### src/rtl/fp_square_sp_seq_if.sv
// Handshake bundle for the sequential single-precision squarer:
// operand in with valid/ready, result out with valid/ready.
interface fp_square_sp_seq_if;
  logic        in_valid;
  logic        in_ready;
  logic [31:0] x;
  logic        out_valid;
  logic        out_ready;
  logic [31:0] y;

  modport master (output in_valid, x, out_ready, input in_ready, out_valid, y);
  modport slave  (input in_valid, x, out_ready, output in_ready, out_valid, y);
endinterface

### src/rtl/fp_square_sp_seq.sv
// Sequential IEEE-754 single-precision squarer, y = x*x, using an iterative
// shift-add mantissa multiply; one operation in flight, sign always cleared.
//
//  state | meaning
//  IDLE  | ready for an operand; special operands resolve straight to DONE
//  MUL   | accumulate MUL_BITS multiplier bits per cycle, N = 24/MUL_BITS cycles
//  NORM  | normalise, round half-up, range-check and pack y
//  DONE  | y valid and held until out_ready
module fp_square_sp_seq #(
  parameter int MUL_BITS = 1
) (
  input  logic               clk,
  input  logic               rst_n,
  fp_square_sp_seq_if.slave  bus
);

  localparam int N = 24 / MUL_BITS;

  typedef enum logic [1:0] {IDLE, MUL, NORM, DONE} state_t;

  state_t      state, state_nxt;
  logic [4:0]  cnt;
  logic [7:0]  exp_r;
  logic [47:0] mcand;
  logic [47:0] acc;
  logic [23:0] mult;
  logic [31:0] y_r;

  logic        accept;
  logic [7:0]  x_exp;
  logic        x_special;
  logic [47:0] pp;

  logic        h;
  logic        rnd;
  logic [22:0] m_trunc;
  logic [23:0] m_rnd;
  logic        c;
  logic [22:0] m_fin;
  logic signed [9:0] e;
  logic [31:0] y_norm;

  assign accept    = bus.in_valid && (state == IDLE);
  assign x_exp     = bus.x[30:23];
  assign x_special = (x_exp == 8'd0) || (x_exp == 8'hFF);
  assign pp        = mcand * 48'(mult[MUL_BITS-1:0]);

  assign bus.in_ready  = (state == IDLE);
  assign bus.out_valid = (state == DONE);
  assign bus.y         = y_r;

  always_ff @(posedge clk or negedge rst_n) begin
    if (!rst_n) state <= IDLE;
    else        state <= state_nxt;
  end

  always_comb begin
    state_nxt = state;
    case (state)
      IDLE: if (accept) state_nxt = x_special ? DONE : MUL;
      MUL:  if (cnt == 5'(N - 1)) state_nxt = NORM;
      NORM: state_nxt = DONE;
      DONE: if (bus.out_ready) state_nxt = IDLE;
      default: state_nxt = IDLE;
    endcase
  end

  // Product lies in [2^46, 2^48); h says which binade it landed in.
  always_comb begin
    h       = acc[47];
    m_trunc = h ? acc[46:24] : acc[45:23];
    rnd     = h ? acc[23]    : acc[22];
    m_rnd   = {1'b0, m_trunc} + {23'd0, rnd};
    c       = m_rnd[23];
    m_fin   = c ? 23'd0 : m_rnd[22:0];
    e       = $signed({1'b0, exp_r, 1'b0}) - 10'sd127
              + $signed({9'd0, h}) + $signed({9'd0, c});
    if (e >= 10'sd255)    y_norm = 32'h7F80_0000;
    else if (e <= 10'sd0) y_norm = 32'h0000_0000;
    else                  y_norm = {1'b0, e[7:0], m_fin};
  end

  always_ff @(posedge clk or negedge rst_n) begin
    if (!rst_n) begin
      cnt   <= '0;
      exp_r <= '0;
      mcand <= '0;
      acc   <= '0;
      mult  <= '0;
      y_r   <= '0;
    end else begin
      case (state)
        IDLE: if (accept) begin
          exp_r <= x_exp;
          mcand <= {24'd0, 1'b1, bus.x[22:0]};
          mult  <= {1'b1, bus.x[22:0]};
          acc   <= '0;
          cnt   <= '0;
          if (x_exp == 8'd0)       y_r <= 32'h0000_0000;
          else if (x_exp == 8'hFF) y_r <= 32'h7F80_0000;
        end
        MUL: begin
          acc   <= acc + pp;
          mcand <= mcand << MUL_BITS;
          mult  <= mult >> MUL_BITS;
          cnt   <= cnt + 5'd1;
        end
        NORM: y_r <= y_norm;
        default: ;
      endcase
    end
  end

endmodule

### src/flat_wrapper.sv
// flat-port wrapper written by rule: the top's interface ports become plain ports
module fp_square_sp_seq_flat 
#(
  parameter int MUL_BITS = 1
)
  (clk, rst_n, bus_in_valid, bus_x, bus_out_ready, bus_in_ready, bus_out_valid, bus_y);
  fp_square_sp_seq_if bus_i ();
  input  logic clk;
  input  logic rst_n;
  input wire logic [$bits(bus_i.in_valid)-1:0] bus_in_valid;
  input wire logic [$bits(bus_i.x)-1:0] bus_x;
  input wire logic [$bits(bus_i.out_ready)-1:0] bus_out_ready;
  output wire logic [$bits(bus_i.in_ready)-1:0] bus_in_ready;
  output wire logic [$bits(bus_i.out_valid)-1:0] bus_out_valid;
  output wire logic [$bits(bus_i.y)-1:0] bus_y;
  assign bus_i.in_valid = bus_in_valid;
  assign bus_i.x = bus_x;
  assign bus_i.out_ready = bus_out_ready;
  assign bus_in_ready = bus_i.in_ready;
  assign bus_out_valid = bus_i.out_valid;
  assign bus_y = bus_i.y;
  fp_square_sp_seq #(.MUL_BITS(MUL_BITS)) u_core (.clk(clk), .rst_n(rst_n), .bus(bus_i));
endmodule
### config.mk
export PLATFORM = sky130hd
export DESIGN_NAME = fp_square_sp_seq_flat
export DESIGN_NICKNAME = d
export VERILOG_FILES = /design/src/rtl/fp_square_sp_seq_if.sv /design/src/rtl/fp_square_sp_seq.sv /design/src/flat_wrapper.sv
export SDC_FILE = /design/constraint.sdc
export NUM_CORES = 1
export LEC_CHECK = 0
export ABC_AREA = 1
export CORE_ASPECT_RATIO = 0.9
export CORE_MARGIN = 1.5
export CORE_UTILIZATION = 60
export DETAILED_ROUTE_END_ITERATION = 12
export GPL_ROUTABILITY_DRIVEN = 0
export MAX_ROUTING_LAYER = met4
export PLACE_DENSITY = 0.91
export SYNTH_ARGS = -nofsm -noshare
export SYNTH_HDL_FRONTEND = slang
export SYNTH_SLANG_ARGS = --single-unit
### constraint.sdc
create_clock -name clk -period 11.1 [get_ports clk]
set_clock_uncertainty 0.15 [all_clocks]
set_input_delay 1.11 -clock clk [delete_from_list [all_inputs] [get_ports clk]]
set_output_delay 1.11 -clock clk [all_outputs]
set_load 0.005 [all_outputs]
Word level (Yosys, flattened, before mapping)
Cells that the tools add are included.
{ "totals": {"inputBits": 36, "ff_bits": 167, "wordCells": 57, "out_inout_bits": 34} }
{ "op_classes": {"n_lt_le_gt_ge": 2, "eq_ne": 9, "muxes": 22, "mul": 1, "n_addsub": 6, "n_reduce_logical": 10} }
{ "op_table": {"columns": ["op", "n"], "rows": [
  ["one-hot mux 48 bit (2 select lines)", 2],
  ["two-way mux 32 bit", 4],
  ["two-way mux 48 bit", 2],
  ["one-hot mux 32 bit (2 select lines)", 1],
  ["adder 48 bit", 1],
  ["multiplier 48 x 1 -> 48 bit", 1],
  ["one-hot mux 24 bit (2 select lines)", 1],
  ["two-way mux 23 bit", 2],
  ["two-way mux 31 bit", 1],
  ["adder 23 x 1 -> 24 bit", 1],
  ["two-way mux 24 bit", 1],
  ["adder 10 x 2 -> 10 bit", 2],
  [">= comparator 10 x 9 -> 1 bit, second input constant", 1],
  ["<= comparator 10 x 1 -> 1 bit, second input constant", 1],
  ["one-hot mux 5 bit (2 select lines)", 1],
  ["subtractor 9 x 7 -> 10 bit, second input constant", 1],
  ["== test 8 bit, second input constant", 1],
  ["zero test 8 bit", 1],
  ["two-way mux 2 bit", 4],
  ["one-hot mux 2 bit (4 select lines)", 1],
  ["AND reduction 3 bit", 2],
  ["adder 5 x 1 -> 5 bit, second input constant", 1],
  ["== test 5 bit, second input constant", 1],
  ["two-way mux 5 bit", 1],
  ["other kinds (11)", 15]
]} }

Logic depth before layout (Yosys ltp)
Gate-level depths: netlist of the first run.
{ "depth": {"word_depth": 7, "mapped_depth": 27, "mapped_depth_nobuf": 25} }

Worst setup path after synthesis of the first run
No wires, ideal clock.
{ "synth_timing": {"path_type": "register to register", "startpoint": "reg u_core.acc[47]", "endpoint": "reg u_core.y_r[1], in the netlist u_core.bus.y[1]", "stages_incl_launch_ff": 27, "synth_period_minus_slack_ps": 3496, "arrival_ps": 3281, "path_buffers": 4, "path_slack_ps": 7604, "setup_time_ps": 66, "t_required_ps": 10884, "path_cell_list": "dfrtp_1 > buf_6 > buf_2 > o21ai_0 > ha_1 > inv_1 > nor2_2 > nand2_1 > nor3_2 > nand4_2 > buf_6 > ha_1 > inv_1 > ha_1 > nand3_2 > nor2_2 > nand2_1 > nand2_1 > nand2_1 > nand2_2 > inv_2 > nor2_2 > nand2_2 > a21oi_4 > buf_6 > nand3_1 > nand2_1"} }
{ "synth_between": {"elab_chain_cells": 7, "word_cells_on_any_way": 11, "classes_between": "3 x add/sub; 2 x order compare; 6 x mux"} }
{ "synth_lines": {"columns": ["element", "line_no", "rtl"], "rows": [
  ["start: declaration", "fp_square_sp_seq.sv:25", "logic [47:0] acc;"],
  ["start signal: assignment", "fp_square_sp_seq.sv:103", "acc <= acc + pp;"],
  ["two-way mux 23 bit or two-way mux 1 bit (tied branches)", "fp_square_sp_seq.sv:71, fp_square_sp_seq.sv:72", null],
  ["adder 23 x 1 -> 24 bit", "fp_square_sp_seq.sv:73", "m_rnd = {1'b0, m_trunc} + {23'd0, rnd};"],
  ["adder 10 x 2 -> 10 bit", "fp_square_sp_seq.sv:77", "+ $signed({9'd0, h}) + $signed({9'd0, c});"],
  ["<= comparator 10 x 1 -> 1 bit", "fp_square_sp_seq.sv:79", "else if (e <= 10'sd0) y_norm = 32'h0000_0000;"],
  ["two-way mux 31 bit", "fp_square_sp_seq.sv:79", null],
  ["two-way mux 32 bit *", "fp_square_sp_seq.sv:78", "if (e >= 10'sd255) y_norm = 32'h7F80_0000;"],
  ["one-hot mux 32 bit (2 select lines) *", "fp_square_sp_seq.sv:92", "case (state)"],
  ["end signal: assignment", "fp_square_sp_seq.sv:108", "NORM: y_r <= y_norm;"],
  ["end: declaration", "fp_square_sp_seq.sv:27", "logic [31:0] y_r;"]
]} }
Mark *: on every way between the ends. The rest lies on a longest branch, timed or not.
A chain may end at the register's enable or synchronous reset.

Worst setup path after layout of the first run
Same ends and word-level chain as after synthesis.

==> results.yml, run 1 <==
yosys:
  synth_nets: 1970
  yosysUniqueCellTypes: 48
  synth_area_per_cell_um2: 6.56
  syn-cell-area_um2: 12300
  yosysWarningCount: 0
  async_flop_share_pct: 100
  yosysSeqAreaShare_pct: 33.7
  synth_ff_type: "dfrtp_1"
  synth_edf_count: 0
  syn_inst: 1877
  ys_ff_latch: 166
global_route:
  grt_pass1_vias: 11700
  grt_max_degree: 93
  track_usage_pct: 32.5
  grt_pass1_wl_um: 55200
  antenna_found_initial: 0
  overflow: 0
clocking:
  cts_tree: "yes"
  clk_pin_slew_ns: 0.07
  hold_buffers: 0
  cts_buffers: 17
  post_cts.repair.setup_buffers: 0
  ctsResizeCount: 0
  cts_sinks: 166
  htreeDepth: 4
  clockBufferDepth: 2
  clk-insertion-delay-late_ns: 0.46
  clockRootBuffer: "clkbuf_16"
status:
  outcome: "finished, final reports clean"
setup_path:
  path_max_fanout: 49
  cp_common_cell: "nand2_1"
  startpoint_type: "flop"
  cp.buffers_inverters: 5
  end_kind: "flop"
  max_stage_delay_ns: 0.62
  cp.required_ns: 11.34
  arrival_ns: 4.96
  critPathTopFamily: "simple AND/OR/NAND/NOR gates"
  slowest_stage: "a21oi_4"
  critPathKind: "flop to flop"
die:
  core_um2: 20000
  die_w_um: 154
  row_count: 49
  dieArea_um2: 21400
  ioPinCount: 70
  die_y_um: 139
  initial_utilization_pct: 61.4
timing:
  fin_crit_sh_pct: 42.5
  slew_headroom_pct: 34.1
  hold_viol_final: 0
  drv_slew: 0
  rsz0062_at_grt: "no"
  tns_ns: 0
  fin_crit_ns: 4.72
  setup_viol: 0
  worst_pin_slew_ns: 0.988
  fmax_mhz: 212
route:
  drt_iter0_drc: 1392
  firstDrtPassIters: 7
  routed_wl_um: 32900
  via_per_inst: 5.75
  via_count: 12600
  drt.antenna.violating_nets: 0
  wire_per_inst_um: 15.0
  drcViolationCount: 0
power:
  irDropWorstVdd_mv: 0.254
  power.density_nw_per_um2: 242
  p_leak_uw: 0.00751
final_layout:
  area_delta_synth_final_pct: 11.6
  fin_util_pct: 68.6
  finish.net_count: 2015
  num-fill-cells: 1577
  layout-drive-gt1-share_pct: 5.12
  num_antenna_cells: 0
placement:
  io_buffers: 67
  hpwlAfterDp_um: 23800
run:
  maxCapViolCount: 0
min_path:
  hold_path_class: "flop to flop"
[sequential cells by signal, summed over array words and instances (netlist names)]
signal / cells
u_core.exp_r: 8
u_core.mcand: 48
u_core.acc: 48
u_core.bus.y: 31
u_core.mult: 24
u_core.cnt: 5
u_core.state: 2
[final timing paths]
kind | start | end | slack, ns | cells after the start
setup / recovery | u_core.acc[47] | u_core.bus.y[1] | 6.38 | 26
hold / removal | u_core.bus.y[22] | u_core.bus.y[22] | 0.33 | 2
setup reg to reg | u_core.acc[47] | u_core.bus.y[1] | 6.38 | 26
hold reg to reg | u_core.bus.y[22] | u_core.bus.y[22] | 0.33 | 2
max in group asynchronous | rst_n | u_core.bus.y[9] | 8.73 | 2
min in group asynchronous | rst_n | u_core.mult[9] | 0.56 | 1
[routing by layer]
| layer | share of wire (%) | track usage (%) | up-vias |
|---|---|---|---|
| li1 | - | - | 6017 |
| met1 | 42 | 43.3 | 5791 |
| met2 | 46 | 50.0 | 663 |
| met3 | 9.0 | 5.50 | 118 |
| met4 | 3.0 | 12.0 | 0 |
| met5 | 0 | - | - |
[metrics by stage]
step	total power, uW	setup WS, ns	std cells	hold WS (ns)	cell area (um^2)
4_1_cts	3280	6.44	2190	0.333	13700
3_5_place_dp	2630	6.53	2158	0.314	13100
2_1_floorplan	2200	7.60	1877	0.301	12300
3_3_place_gp	2560	6.69	2158	0.313	13100
5_1_grt	3560	6.01	2190	0.365	13700
6_report	3320	6.38	2190	0.333	13700
[cell families after synthesis]
| kind of cell | count (synthesis) | share of synthesized area [%] |
|---|---|---|
| AO/OA/AOI/OAI | 254 | 12.8 |
| XOR/XNOR | 19 | 1.35 |
| adder cells (fa/ha/maj) | 57 | 5.85 |
| buffers and inverters | 388 | 12.4 |
| flip-flops | 166 | 33.7 |
| multiplexers | 1 | 0.0914 |
| other | 1 | 0.0305 |
| AND/OR/NAND/NOR | 991 | 33.7 |
[synth_stat cells, types with 3 or more instances]
master / number / share of area (%)
nand2_1: 646 / 20
inv_1: 332 / 10
dfrtp_1: 166 / 34
nor2_1: 165 / 5.0
nand3_1: 87 / 3.5
a21oi_1: 76 / 3.1
o21ai_0: 68 / 2.8
ha_1: 56 / 5.7
o221ai_1: 43 / 3.1
clkbuf_1: 28 / 0.85
o22ai_1: 25 / 1.3
nand3_2: 20 / 1.6
nand4_1: 20 / 1.0
nor3_1: 18 / 0.73
xor2_1: 14 / 1.0
o21bai_1: 12 / 0.73
nor2_2: 11 / 0.56
buf_6: 8 / 0.73
nand2_2: 8 / 0.41
o21ai_1: 8 / 0.33
buf_2: 6 / 0.24
buf_1: 5 / 0.15
xnor2_1: 5 / 0.36
inv_2: 4 / 0.12
nand3b_1: 4 / 0.24
o211ai_1: 4 / 0.24
clkinv_1: 3 / 0.091
o21a_1: 3 / 0.18
o31ai_1: 3 / 0.18
or2_2: 3 / 0.15
[worst reg2reg max path, delay by kind of cell (launching register included)]
| kind | cells | cell delay, ns |
|---|---|---|
| AO/OA/AOI/OAI | 1 | 0.62 |
| adder cells (fa/ha/maj) | 2 | 0.51 |
| buffers and inverters | 5 | 1.10 |
| flip-flops | 1 | 0.34 |
| AND/OR/NAND/NOR | 18 | 1.95 |
[layout make-up]
cell class,count,area [um^2],area share (%)
clock inverter,15,200,1.46
tap,255,319,2.32
sequential,166,4150,30.2
multi-input combinational,1323,6640,48.3
timing repair buffer,75,732,5.33
clock buffer,17,425,3.10
inverter,339,1270,9.26
[report_power, final]
group | leakage, uW | switching, uW | internal [uW]
Sequential | 0.00217 | 179 | 849
Clock | 0.000304 | 305 | 328
Combinational | 0.00503 | 1100 | 560
Total | 0.00751 | 1580 | 1740
[cell usage in the layout (no fill, tap or decap), types with 18 or more instances in the layout]
master / n
ha_1: 56
o21ai_0: 68
a21oi_1: 76
nand3_2: 20
nor2_1: 164
inv_1: 331
dfrtp_1: 166
clkdlybuf4s50_1: 66
nand4_1: 20
nor3_1: 18
o22ai_1: 25
o221ai_1: 43
nand2_1: 646
nand3_1: 87
(Power assumes the default switching activity.)
==> run 2: changes to the inputs <==
- CORE_UTILIZATION: 60 -> 55
- PLACE_DENSITY: 0.91 -> 0.88
- clock period: 11.1 -> 4 ns (I/O delays scaled with it)
==> run 2 against run 1 <==
  * Via count grew 1.9%
  * Sequential share of layout area shrank 0.50 points
  * Non-clock buffer count up 11
  * Combinational power grew to 2.9 times the previous value
  * Cell count grew 2.1%
  * Die area increased by 8.9%
  * Utilization down 4.5 points
  * Flip-flop and latch count unchanged
  * Register-to-register slack worse by 6.2 ns
  * Sequential power grew to 2.8 times the previous value
  * Hold slack better by 0.0055 ns
  * Largest power group unchanged
  * Highest routed layer unchanged
==> results.yml, run 2 (synthesis gave the netlist of run 1 again) <==
final_layout:
  fin_util_pct: 64.1
  num_antenna_cells: 0
  final_common_cell: "nand2_1"
  area_delta_synth_final_pct: 13.5
  layout-drive-gt1-share_pct: 5.76
  finish.net_count: 2026
  mostFrequentLayoutCells: "nand2_1 (646), inv_1 (331), dfrtp_1 (165)"
setup_path:
  arrival_ns: 4.02
  path_max_fanout: 6
  reg2reg_slack_ns: 0.20
  end_kind: "flop"
  startpoint: "u_core.acc[47]"
  startpoint_type: "flop"
  r2r.worst_path.cells: 27
  r2r-start: "u_core.acc[47]"
  cp.required_ns: 4.23
  critPathKind: "flop to flop"
  reg2reg_to: "u_core.bus.y[14]"
global_route:
  grt_max_degree: 88
  antenna_found_initial: 0
  overflow: 0
  grt_pass1_vias: 12000
  grt_pass1_wl_um: 57500
  track_usage_pct: 31.1
clocking:
  cts_buffers: 17
  clk-insertion-delay-late_ns: 0.44
  clk_pin_slew_ns: 0.08
  clockRootBuffer: "clkbuf_16"
  htreeDepth: 4
  cts_sinks: 166
  clockBufferDepth: 2
  cts_tree: "yes"
timing:
  setup_viol: 0
  fmax_mhz: 263
  hold_viol_final: 0
  worst_pin_slew_ns: 0.998
  fin_crit_sh_pct: 94.9
  fin_crit_ns: 3.80
  holdWs_ns: 0.338
  slew_headroom_pct: 33.4
  drv_slew: 0
min_path:
  hold_depth: 2
  hold_path_class: "flop to flop"
  hold_path_end: "u_core.bus.y[8]"
  worstHoldStart: "u_core.bus.y[8]"
power:
  p_leak_uw: 0.00759
  power.density_nw_per_um2: 671
  combPwrFrac_pct: 51.2
  p_sw_uw: 4510
  power_frac_seq_pct: 30.7
  irDropWorstVdd_mv: 0.659
  clockPowerShare_pct: 18.1
  switching_share_pct: 48.1
  p_int_uw: 4870
run:
  maxCapViolCount: 0
route:
  via_per_inst: 5.74
  drt_iter0_drc: 1584
  routed_wl_um: 35300
  drt.antenna.violating_nets: 0
  wire_per_inst_um: 15.8
  via_count: 12800
  drcViolationCount: 0
  firstDrtPassIters: 8
die:
  core_um2: 21800
  die_w_um: 161
  ioPinCount: 70
  die_y_um: 145
  initial_utilization_pct: 56.4
  row_count: 51
  dieArea_um2: 23300
placement:
  hpwlAfterDp_um: 25400
  io_buffers: 67
status:
  outcome: "finished, final reports clean"
-- run 2: repair_timing --
item / in CTS / in global routing
gates cloned: 0 / 3
pin swaps: 0 / 1
setup endpoints to repair: 21 / 29
hold buffers: 1 / 0
resized for setup: 1 / 9
endpoints found under the hold margin: 86 / 0
setup buffers: 0 / 5
-- run 2: cell type report --
| class | instances | area [um^2] |
|---|---|---|
| Tap cell | 291 | 364 |
| Clock buffer | 17 | 425 |
| Clock inverter | 15 | 181 |
| Sequential cell | 166 | 4160 |
| Fill cell | 1836 | 7840 |
| Inverter | 339 | 1270 |
| Multi-Input combinational cell | 1323 | 6650 |
| Timing Repair Buffer | 86 | 928 |
-- run 2: per-layer routing --
metal | wire [um] | GRT usage [%]
met4 | 1350 | 12.2
met1 | 14700 | 42.1
met5 | 0 | -
met2 | 15300 | 45.9
met3 | 4000 | 6.17
-- run 2: stage by stage --
stage	instances	area (um^2)	setup WS (ns)	TNS, ns	total power, uW
floorplan	1877	12300	0.504	0	6110
global placement	2196	13200	0.232	0	7180
detailed placement	2196	13200	0.0250	0	7400
CTS	2229	13800	0.0551	0	9140
global route	2237	14000	-0.0178	-0.0801	10000
finish	2237	14000	0.202	0	9390
-- run 2: worst max path at each step --
stage	to	slack (ns)
6_report	u_core.bus.y[14]	0.20
5_1_grt	u_core.bus.y[14]	-0.02
4_1_cts	u_core.bus.y[0]	0.06
3_5_place_dp	u_core.bus.y[0]	0.03
3_3_place_gp	u_core.bus.y[1]	0.23
2_1_floorplan	u_core.bus.y[1]	0.50
-- run 2: power groups by stage --
stage,Clock [uW],Sequential (uW),Combinational (uW)
2_1_floorplan,0,2720,3390
3_3_place_gp,0,2850,4330
3_5_place_dp,0,2880,4520
4_1_cts,1700,2860,4570
5_1_grt,1770,2940,5320
6_report,1700,2880,4810
-- run 2: critical path, cell delays in order, from the launching register on --
cell	delay, ns
dfrtp_2	0.46
clkbuf_2	0.17
buf_4	0.15
nand2_1	0.06
nand2_1	0.11
nor2_4	0.13
nand2_1	0.10
nor2_4	0.13
nand2_1	0.08
nor3_2	0.13
nand4_2	0.15
ha_2	0.22
inv_1	0.07
ha_2	0.22
nand3_2	0.10
nor2_2	0.14
nand2_1	0.10
nand2_1	0.07
nand2_1	0.06
nand2_2	0.08
inv_2	0.05
nor2_2	0.08
nand2_2	0.09
a21oi_4	0.17
buf_12	0.15
clkbuf_16	0.15
nand3_2	0.07
nand2_1	0.08
==> run 3: changes to the inputs <==
- CAP_MARGIN: unset -> 20
==> results of run 3 <==
No change in the layout: final DEF, timing and power equal those of run 2.
